<file path="src/rtl/led_flow_pkg.sv">
// Shared types for the LED flow controller: pattern-mode and ping-pong direction encodings.
package led_flow_pkg;

    typedef enum logic [1:0] {
        MODE_ROT_L = 2'd0,
        MODE_ROT_R = 2'd1,
        MODE_PING  = 2'd2,
        MODE_BLINK = 2'd3
    } mode_t;

    typedef enum logic {
        DIR_LEFT  = 1'b0,
        DIR_RIGHT = 1'b1
    } dir_t;

endpackage

</file>
<file path="src/rtl/led_flow_ctrl_tick_div.sv">
// Tick prescaler: emits a step on every TICK_DIV-th qualified (tick && en) tick.
module tick_div #(
    parameter int TICK_DIV = 1
) (
    input  logic clk,
    input  logic rst_n,
    input  logic tick,
    input  logic en,
    output logic step
);

    localparam logic [7:0] CNT_LAST = 8'(TICK_DIV - 1);

    logic [7:0] div_cnt;

    assign step = tick && en && (div_cnt == CNT_LAST);

    // NOTE: sequential state uses non-blocking assignments so every flop samples pre-edge values.
    always_ff @(posedge clk) begin
        if (!rst_n) begin
            div_cnt <= 8'd0;
        end else if (tick && en) begin
            div_cnt <= step ? 8'd0 : div_cnt + 8'd1;
        end
    end

endmodule

</file>
<file path="src/rtl/led_flow_ctrl.sv">
// LED pattern sequencer driven by a divided interval-timer tick.
// Optional build macro LED_FLOW_ACTIVE_LOW_EN inverts the led port for active-low boards.
module led_flow_ctrl
    import led_flow_pkg::*;
#(
    parameter int LED_NUM  = 4,
    parameter int TICK_DIV = 1
) (
    input  logic               clk,
    input  logic               rst_n,
    input  logic               tick,
    input  logic               en,
    input  logic [1:0]         mode,
    output logic [LED_NUM-1:0] led,
    output logic               cycle_done
);

    localparam logic [LED_NUM-1:0] PAT_ONE = {{(LED_NUM-1){1'b0}}, 1'b1};
    localparam logic [LED_NUM-1:0] PAT_ALL = {LED_NUM{1'b1}};

    logic               step;
    logic [LED_NUM-1:0] pat_q, pat_d;
    logic [LED_NUM-1:0] led_d;
    dir_t               dir_q, dir_d;
    mode_t              mode_q, mode_d;
    mode_t              mode_in;
    logic               done_d;

    assign mode_in = mode_t'(mode);

    tick_div #(
        .TICK_DIV(TICK_DIV)
    ) u_tick_div (
        .clk  (clk),
        .rst_n(rst_n),
        .tick (tick),
        .en   (en),
        .step (step)
    );

    // NOTE: every output of this block is defaulted first, so no path leaves a latch behind.
    always_comb begin
        pat_d  = pat_q;
        dir_d  = dir_q;
        mode_d = mode_q;
        done_d = 1'b0;
        if (step) begin
            if (mode_in != mode_q) begin
                // A new mode restarts from its own start state instead of advancing.
                mode_d = mode_in;
                dir_d  = DIR_LEFT;
                pat_d  = (mode_in == MODE_BLINK) ? PAT_ALL : PAT_ONE;
            end else begin
                unique case (mode_q)
                    MODE_ROT_L: begin
                        pat_d  = {pat_q[LED_NUM-2:0], pat_q[LED_NUM-1]};
                        done_d = (pat_d == PAT_ONE);
                    end
                    MODE_ROT_R: begin
                        pat_d  = {pat_q[0], pat_q[LED_NUM-1:1]};
                        done_d = (pat_d == PAT_ONE);
                    end
                    MODE_PING: begin
                        if (dir_q == DIR_LEFT) begin
                            pat_d = pat_q << 1;
                            if (pat_d[LED_NUM-1]) begin
                                dir_d = DIR_RIGHT;
                            end
                        end else begin
                            pat_d = pat_q >> 1;
                            if (pat_d == PAT_ONE) begin
                                dir_d  = DIR_LEFT;
                                done_d = 1'b1;
                            end
                        end
                    end
                    MODE_BLINK: begin
                        pat_d  = ~pat_q;
                        done_d = (pat_d == PAT_ALL);
                    end
                endcase
            end
        end
    end

`ifdef LED_FLOW_ACTIVE_LOW_EN
    assign led_d = ~pat_d;
`else
    assign led_d = pat_d;
`endif

    always_ff @(posedge clk) begin
        if (!rst_n) begin
            pat_q      <= PAT_ONE;
            dir_q      <= DIR_LEFT;
            mode_q     <= MODE_ROT_L;
`ifdef LED_FLOW_ACTIVE_LOW_EN
            led        <= ~PAT_ONE;
`else
            led        <= PAT_ONE;
`endif
            cycle_done <= 1'b0;
        end else begin
            pat_q      <= pat_d;
            dir_q      <= dir_d;
            mode_q     <= mode_d;
            led        <= led_d;
            cycle_done <= done_d;
        end
    end

endmodule

</file>
<file path="config.mk">
export PLATFORM = sky130hd
export DESIGN_NAME = led_flow_ctrl
export DESIGN_NICKNAME = d
export VERILOG_FILES = /design/src/rtl/led_flow_pkg.sv /design/src/rtl/led_flow_ctrl_tick_div.sv /design/src/rtl/led_flow_ctrl.sv
export SDC_FILE = /design/constraint.sdc
export NUM_CORES = 1
export LEC_CHECK = 0
export BUFFER_PORTS_ARGS = -buffer_cell sky130_fd_sc_hd__buf_2
export CORE_UTILIZATION = 55
export DETAILED_ROUTE_END_ITERATION = 12
export GPL_TIMING_DRIVEN = 0
export PLACE_DENSITY_LB_ADDON = 0.08
export REMOVE_ABC_BUFFERS = 1
export SYNTH_ARGS = -nofsm -noshare
export SYNTH_HDL_FRONTEND = slang
export SYNTH_SLANG_ARGS = --single-unit
</file>
<file path="constraint.sdc">
create_clock -name clk -period 2.6 [get_ports clk]
set_clock_uncertainty 0.15 [all_clocks]
set_input_delay 0.52 -clock clk [delete_from_list [all_inputs] [get_ports clk]]
set_output_delay 0.52 -clock clk [all_outputs]
set_load 0.01 [all_outputs]
</file>
; ---- Word-level counts from Yosys, hierarchy flattened
; Index checks and enable logic that the tools add are counted.
[op_classes]
n_addsub = 1
reduce_logical = 8
bitwise = 3
n_eq_ne = 9
mux = 13
[ops]
columns = op, count
row1 = $pmux 4 s4, 1
row2 = $mux 4, 3
row3 = $add 8x1->8 const B, 1
row4 = $eq 4x1->1 const B, 2
row5 = $logic_not 8->1, 1
row6 = $mux 8, 1
row7 = $mux 1, 7
row8 = $eq 2x2->1 const B, 3
row9 = $eq 4x4->1 const B, 1
row10 = $not 4->4, 1
row11 = $pmux 1 s4, 1
row12 = $reduce_and 2->1, 2
row13 = $eq 3x1->1 const B, 1
row14 = $reduce_or 3->1, 1
row15 = $eq 2x1->1 const B, 1
row16 = $logic_and 1x1->1, 2
row17 = $logic_not 2->1, 1
row18 = $ne 2x2->1, 1
row19 = $not 1->1, 2
row20 = $reduce_bool 2->1, 1
[word_totals]
wordCells = 39
output_inout_bits = 5
regBits = 16
input_bits = 6

; ---- Logic depth before layout (Yosys ltp)
; Gate-level depths: netlist (run 1).
[logic_depth]
ltp_word = 5
depth_mapped = 7
ltp_nobuf = 6

; ---- Modules after synthesis
; A second synthesis (run 1) with hierarchy kept.
[hier_totals]
hier_cells = 116
area_unflattened_um2 = 944.7
[modules_own_cells]
columns = module, instances, area_each_um2, seq_area_each_um2, cells_per_inst
row1 = led_flow_ctrl, 1, 530.5, 160.2, 67
row2 = tick_div, 1, 414.1, 160.2, 49

; ---- Worst setup path before layout (run 1)
; Ideal clock, no wire load.
[synth_path]
path_kind = reg2reg
from = register u_tick_div.div_cnt[0]
to = register mode_q[0]
required_time_ns = 2.334
stages_incl_launch_ff = 8
synth_period_minus_slack_ns = 1.819
path_slack_ns = 0.781
t_arrival_ns = 1.553
path_buffers = 1
setup_time_ns = 0.116
cell_sequence = dfxtp_1 -> inv_1 -> ha_1 -> or4b_4 -> nor3_4 -> buf_6 -> mux2i_1 -> nor2_1
[synth_between]
elab_chain_len = 3
[synth_rtl]
columns = item, line
row1 = "start, declared", led_flow_ctrl_tick_div.sv:14  ; logic [7:0] div_cnt;
row2 = "start signal, assigned", led_flow_ctrl_tick_div.sv:23  ; div_cnt <= step ? 8'd0 : div_cnt + 8'd1;
row3 = $logic_not 8->1, led_flow_ctrl_tick_div.sv:16  ; assign step = tick && en && (div_cnt == CNT_LAST);
row4 = $logic_and 1x1->1, led_flow_ctrl_tick_div.sv:16
row5 = $reduce_and 2->1 (no line), -
row6 = "end signal, assigned", led_flow_ctrl.sv:106  ; mode_q <= mode_d;
row7 = "end, declared", led_flow_ctrl.sv:25  ; mode_t mode_q, mode_d;
; No other way between the ends.
; A chain may end at the register's enable or synchronous reset.

; ---- Worst setup path after layout (run 1)
[layout_path]
from = register u_tick_div.div_cnt[0]
to = register pat_q[2]
[layout_between]
elab_chain_len = 2
[layout_rtl]
columns = item, line
row1 = $logic_not 8->1, led_flow_ctrl_tick_div.sv:16
row2 = $logic_and 1x1->1, led_flow_ctrl_tick_div.sv:16
row3 = "end signal, assigned", led_flow_ctrl.sv:104  ; pat_q <= pat_d;
row4 = "end, declared", led_flow_ctrl.sv:22  ; logic [LED_NUM-1:0] pat_q, pat_d;
; No other way between the ends.

==> reports/metrics.yaml, run 1 <==
floorplanning:
  die_w_um: 42.30
  start_util: 0.5930
  die_h_um: 42.30
  pin_count: 11
  rows: 14
  dieArea_um2: 1789
  core_um2: 1506
global_route:
  grt_max_degree: 21
  grt_pass1_wl_um: 3187
  grt_pass1_vias: 721
  grt_use_total: 0.2292
  antenna_found_initial: 0
  grt_overflow: 0
synth:
  yosysWarnings: 0
  synthSimpleGateAreaFrac: 0.2619
  synth_seq_area_share: 0.3585
  netlist.area_leader.share: 0.3585
  ys_types: 33
  synthXorXnorAreaFrac: 0.09804
  synth_fa_ha_area_frac: 0.02801
  ys.flop_type: "dfxtp_1"
  async_reset_ff_frac: 0
  syn_inst: 107
  synth_edf_count: 0
  synth_top_family_by_area: "simple AND/OR/NAND/NOR gates"
  syn_area_per_cell_um2: 8.349
  synth_area_leaders: "dfxtp_1, xnor2_1, nand2_1"
  synth_seq_cells: 16
  synth_top_area_cell: "dfxtp_1"
  syn_area_um2: 893.4
  synth-compound-area-share: 0.1709
  synthMuxAreaShare: 0.03361
cells_and_area:
  layout_common_cells: "dfxtp_1, nand2_1, nor2_1, buf_2, xnor2_1"
  syn_to_final_growth_pct: 8.683
  layout_commonest_cell: "dfxtp_1"
  drive_gt1_frac: 0.1638
  antennaDiodeCount: 0
  nets: 125
  fill_cells: 136
  regArea_um2: 320.3
  multi_input_area_um2: 529.3
  finish.utilization: 0.6445
power_and_ir_drop:
  p_leak_nw: 0.3611
  power_mw: 0.4987
  p_clk_frac: 0.326
  ir_worst_vdd_mv: 0.4410
  seq_power_share: 0.539
  power_density_nw_per_um2: 513.6
  power_frac_comb: 0.136
  p_sw_mw: 0.1290
  swShare: 0.2586
  internal-power_mw: 0.3697
placed_design:
  gp_congestion: 0.8096
  hpwl_um: 1284
  portBuffers: 10
worst_setup_path:
  reg2regPathDepth: 6
  cp_max_fo: 13
  arrival_ps: 2320
  cp.required_ps: 2630
  startpoint: "u_tick_div.div_cnt[0]"
  cp-endpoint: "pat_q[2]"
  r2r-end: "pat_q[2]"
  cp-end-kind: "register"
  start_kind: "register"
  rrSetupSlack_ps: 310
  r2r_start: "u_tick_div.div_cnt[0]"
  path_class: "reg -> reg"
cts:
  clk_pin_slew_ps: 90
  cts_tree: "built"
  post_cts_resized: 0
  postCtsHoldBufs: 0
  cts_buffers: 3
  htree_levels: 1
  cts_setup_buffers: 0
  clock_path_buffers: 2
  clock_latency_ps: 290
  clock-root-buffer: "clkbuf_4"
  cts.sinks: 16
detailed_routing:
  drt-total-wl_um: 1734
  route.detailed.drc: 0
  ant_nets: 0
  dr.pass1.iters: 4
  drt-initial-drc-count: 26
  wl_per_cell_um: 13.14
  via_count: 769
  vias_per_cell: 5.826
timing:
  rsz0062_at_grt: "false"
  max_slew_margin: 0.5980
  tns_ps: 0
  finalCriticalPeriod_ps: 2289
  drv_slew: 0
  tightestPinTransition_ps: 602.1
  post-route-period-util: 0.8805
  hold_violations: 0
  finalSetupViolations: 0
  fmax_ghz: 0.4368
flow_run:
  maxCapViolCount: 0
status:
  status: "finished, final reports clean"
min_path:
  worstHoldPathType: "in -> reg"
-- power by group through the flow --
stage / Sequential [mW] / Combinational [mW] / Clock, mW
after floorplan: 0.273 / 0.0459 / 0
after global placement: 0.274 / 0.0655 / 0
after detailed placement: 0.274 / 0.0672 / 0
after CTS: 0.269 / 0.0678 / 0.169
after global routing: 0.271 / 0.0756 / 0.177
final: 0.269 / 0.0676 / 0.162
-- sequential cells by signal, summed over array words and instances, names as in the netlist --
name / cells
u_tick_div.div_cnt: 8
mode_q: 2
pat_q: 4
dir_q: 1
cycle_done: 1
-- worst min path at each step --
stage,start,endpoint,slack [ps],cells past startpoint
final,mode[0],mode_q[0],350,3
after global routing,mode[0],mode_q[0],380,3
after CTS,mode[0],mode_q[0],340,3
after detailed placement,u_tick_div.div_cnt[7],u_tick_div.div_cnt[7],380,2
after global placement,u_tick_div.div_cnt[7],u_tick_div.div_cnt[7],370,2
after floorplan,u_tick_div.div_cnt[7],u_tick_div.div_cnt[7],340,2
-- per-layer routing --
layer	wire, µm	vias to the layer above	global-route usage
met5	0	-	0
met4	8	0	0.04375
met3	92	2	0.06897
met2	814	17	0.3600
met1	819	351	0.3135
li1	-	399	-
-- worst max-delay path: stages, from the launching register on --
cell     delay (ps)
dfxtp_1         340
inv_1           100
ha_1            160
or4b_4          470
nor3_4          480
nand2_1         200
o221a_2         290
-- synth_stat cells, types with 3 or more instances --
cell,instances
a21oi_1,4
dfxtp_1,16
inv_1,4
mux2i_1,3
nand2_1,14
nand3_1,5
nor2_1,13
nor3_1,5
o221a_2,3
xnor2_1,8
-- cell families after synthesis --
kind of cell,Yosys count
compound gates,20
xor+xnor,10
fa+ha+maj,2
buf+inv,9
flops,16
mux,3
simple gates,47
-- area by class of cell --
class / instances / area share
timing repair buffer: 10 / 0.05155
sequential: 16 / 0.3299
tap: 16 / 0.02062
clock buffer: 4 / 0.03737
multi-input combinational: 82 / 0.5451
inverter: 4 / 0.01546
-- stage by stage --
step / hold WS (ps) / setup slack [ps] / instance area, µm² / cells
floorplan: 336.5 / 586.6 / 864.6 / 102
global placement: 365.5 / 365.2 / 934.6 / 128
detailed placement: 380.2 / 353.0 / 934.6 / 128
CTS: 343.7 / 325.9 / 970.9 / 132
global route: 377.8 / 162.2 / 970.9 / 132
finish: 351.2 / 310.7 / 970.9 / 132
Power figures use the tool's default switching activity.
==> run 2, diff against run 1 <==
- BUFFER_PORTS_ARGS: -buffer_cell sky130_fd_sc_hd__buf_2 -> -buffer_cell sky130_fd_sc_hd__buf_4
==> run 2 against run 1 <==
  * Sequential share of layout area is 0.83 points lower
  * Fmax is 0.39% higher
  * Clock power is 4% higher
  * Utilization is 1.7 points higher
  * Combinational power is 5.5% higher
  * Critical endpoint is now pat_q[1]
==> reports/metrics.yaml, run 2 (same netlist as run 1, synthesis figures left out) <==
status:
  status: "finished, final reports clean"  # unchanged
global_route:
  grt_max_degree: 21  # unchanged
  grt.met2_usage: 0.3415  # was 0.3600
  grt_pass1_wl_um: 2932  # was 3187 µm
  grtUsageMet3: 0.03879  # was 0.06897
  grt_pass1_vias: 695  # was 721
  grt_util_met1: 0.2876  # was 0.3135
  grt_busiest_layer: "met2"  # unchanged
  antenna_found_initial: 0  # unchanged
  grt_use_total: 0.2136  # was 0.2292
  grt_overflow: 0  # unchanged
cells_and_area:
  largest-register: "u_tick_div.div_cnt"  # unchanged
  regArea_um2: 320.3  # unchanged
  antennaDiodeCount: 0  # unchanged
  drive_gt1_frac: 0.1638  # unchanged
  syn_to_final_growth_pct: 11.48  # was 8.683%
  layout_commonest_cell: "dfxtp_1"  # unchanged
  finish.utilization: 0.6611  # was 0.6445
  nets: 125  # unchanged
  layout_common_cells: "dfxtp_1, nand2_1, nor2_1, buf_4, xnor2_1"  # was dfxtp_1, nand2_1, nor2_1, buf_2, xnor2_1
  fill_cells: 132  # was 136
  reg.largest.list: "u_tick_div.div_cnt x8, pat_q x4, mode_q x2"  # unchanged
  largest_reg_flops: 8  # unchanged
  stdcell_count: 132  # unchanged
  multi_input_area_um2: 529.3  # unchanged
floorplanning:
  die_h_um: 42.30  # unchanged
  die_w_um: 42.30  # unchanged
  start_util: 0.5930  # unchanged
  rows: 14  # unchanged
  core_um2: 1506  # unchanged
  dieArea_um2: 1789  # unchanged
  pin_count: 11  # unchanged
timing:
  fin_hold_ws_ps: 340.1  # was 351.2 ps
  hold_violations: 0  # unchanged
  post-route-period-util: 0.8771  # was 0.8805
  max_slew_margin: 0.6033  # was 0.5980
  drv_slew: 0  # unchanged
  tns_ps: 0  # unchanged
  rsz0062_at_grt: "false"  # unchanged
  tightestPinTransition_ps: 594.2  # was 602.1 ps
  fmax_ghz: 0.4385  # was 0.4368 GHz
  finalSetupViolations: 0  # unchanged
  finalCriticalPeriod_ps: 2280  # was 2289 ps
power_and_ir_drop:
  p_sw_mw: 0.1342  # was 0.1290 mW
  p_leak_nw: 0.3675  # was 0.3611 nW
  ir_worst_vdd_mv: 0.3397  # was 0.4410 mV
  internal-power_mw: 0.3738  # was 0.3697 mW
  power_frac_comb: 0.140  # was 0.136
  p_clk_frac: 0.330  # was 0.326
  power_density_nw_per_um2: 510.1  # was 513.6 nW/µm²
  power_mw: 0.5081  # was 0.4987 mW
  seq_power_share: 0.530  # was 0.539
  swShare: 0.2642  # was 0.2586
detailed_routing:
  via_count: 775  # was 769
  drt-total-wl_um: 1660  # was 1734 µm
  ant_nets: 0  # unchanged
  dr.pass1.iters: 4  # unchanged
  vias_per_cell: 5.871  # was 5.826
  drt-initial-drc-count: 20  # was 26
  route.detailed.drc: 0  # unchanged
  wl_per_cell_um: 12.58  # was 13.14 µm
min_path:
  worstHoldPathType: "in -> reg"  # unchanged
  hold_depth: 3  # unchanged
  min_to: "mode_q[0]"  # unchanged
  min_from: "mode[0]"  # unchanged
placed_design:
  dp_cells: 128  # unchanged
  portBuffers: 10  # unchanged
  hpwl_um: 1212  # was 1284 µm
  gp_congestion: 0.7910  # was 0.8096
cts:
  htree_levels: 1  # unchanged
  cts_buffers: 3  # unchanged
  cts_tree: "built"  # unchanged
  cts_setup_buffers: 0  # unchanged
  clock-root-buffer: "clkbuf_4"  # unchanged
  clock_latency_ps: 290  # about the same
  cts.sinks: 16  # unchanged
  post_cts_resized: 0  # unchanged
  postCtsHoldBufs: 0  # unchanged
  clk_pin_slew_ps: 100  # was 90 ps
  clock_path_buffers: 2  # unchanged
worst_setup_path:
  rrSetupSlack_ps: 320  # was 310 ps
  path_class: "reg -> reg"  # unchanged
  cp-end-kind: "register"  # unchanged
  r2r_start: "u_tick_div.div_cnt[0]"  # unchanged
  reg2regPathDepth: 6  # unchanged
  start_kind: "register"  # unchanged
  cp_max_fo: 13  # unchanged
  r2r-end: "pat_q[1]"  # was pat_q[2]
  arrival_ps: 2320  # about the same
  cp.required_ps: 2640  # was 2630 ps
flow_run:
  maxCapViolCount: 0  # unchanged
-- run 2: power by group through the flow --
stage          combinational [mW]  sequential (mW)  clock [mW]
4_1_cts                    0.0716            0.269       0.171
6_report                   0.0713            0.269       0.168
3_3_place_gp               0.0696            0.274           0
2_1_floorplan              0.0459            0.273           0
5_1_grt                    0.0796            0.272       0.179
3_5_place_dp               0.0710            0.275           0
-- run 2: through the flow --
stage / area (µm²) / setup WS (ps)
6_report: 996.0 / 319.5
5_1_grt: 996.0 / 214.2
4_1_cts: 996.0 / 323.5
3_5_place_dp: 959.7 / 341.6
3_3_place_gp: 959.7 / 375.3
2_1_floorplan: 864.6 / 586.6
-- run 2: metal layers --
layer	vias up	share of wire	wire length (µm)
met3	4	0.022	37
met5	-	0	0
met1	360	0.52	864
met2	10	0.44	737
met4	0	0.012	20
li1	401	-	-
-- run 2: worst max-delay path by stage --
stage / startpoint / end / depth (start not counted)
after floorplan: u_tick_div.div_cnt[0] / pat_q[1] / 6
after global placement: u_tick_div.div_cnt[0] / pat_q[1] / 6
after detailed placement: u_tick_div.div_cnt[0] / pat_q[1] / 6
after CTS: u_tick_div.div_cnt[0] / pat_q[1] / 6
after global routing: u_tick_div.div_cnt[0] / pat_q[1] / 6
final: u_tick_div.div_cnt[0] / pat_q[1] / 6
-- run 2: layout make-up --
type | count | area share
well taps | 16 | 0.02010
clock buffers | 4 | 0.03643
repair buffers | 10 | 0.07538
flip-flops and latches | 16 | 0.3216
inverters | 4 | 0.01508
multi-input cells | 82 | 0.5314
-- run 2: critical path: stages (launching register included) --
cell and delay [ps]:
dfxtp_1 340, inv_1 100, ha_1 150, or4b_4 460, nor3_4 480, nand2_1 210
o221a_2 290
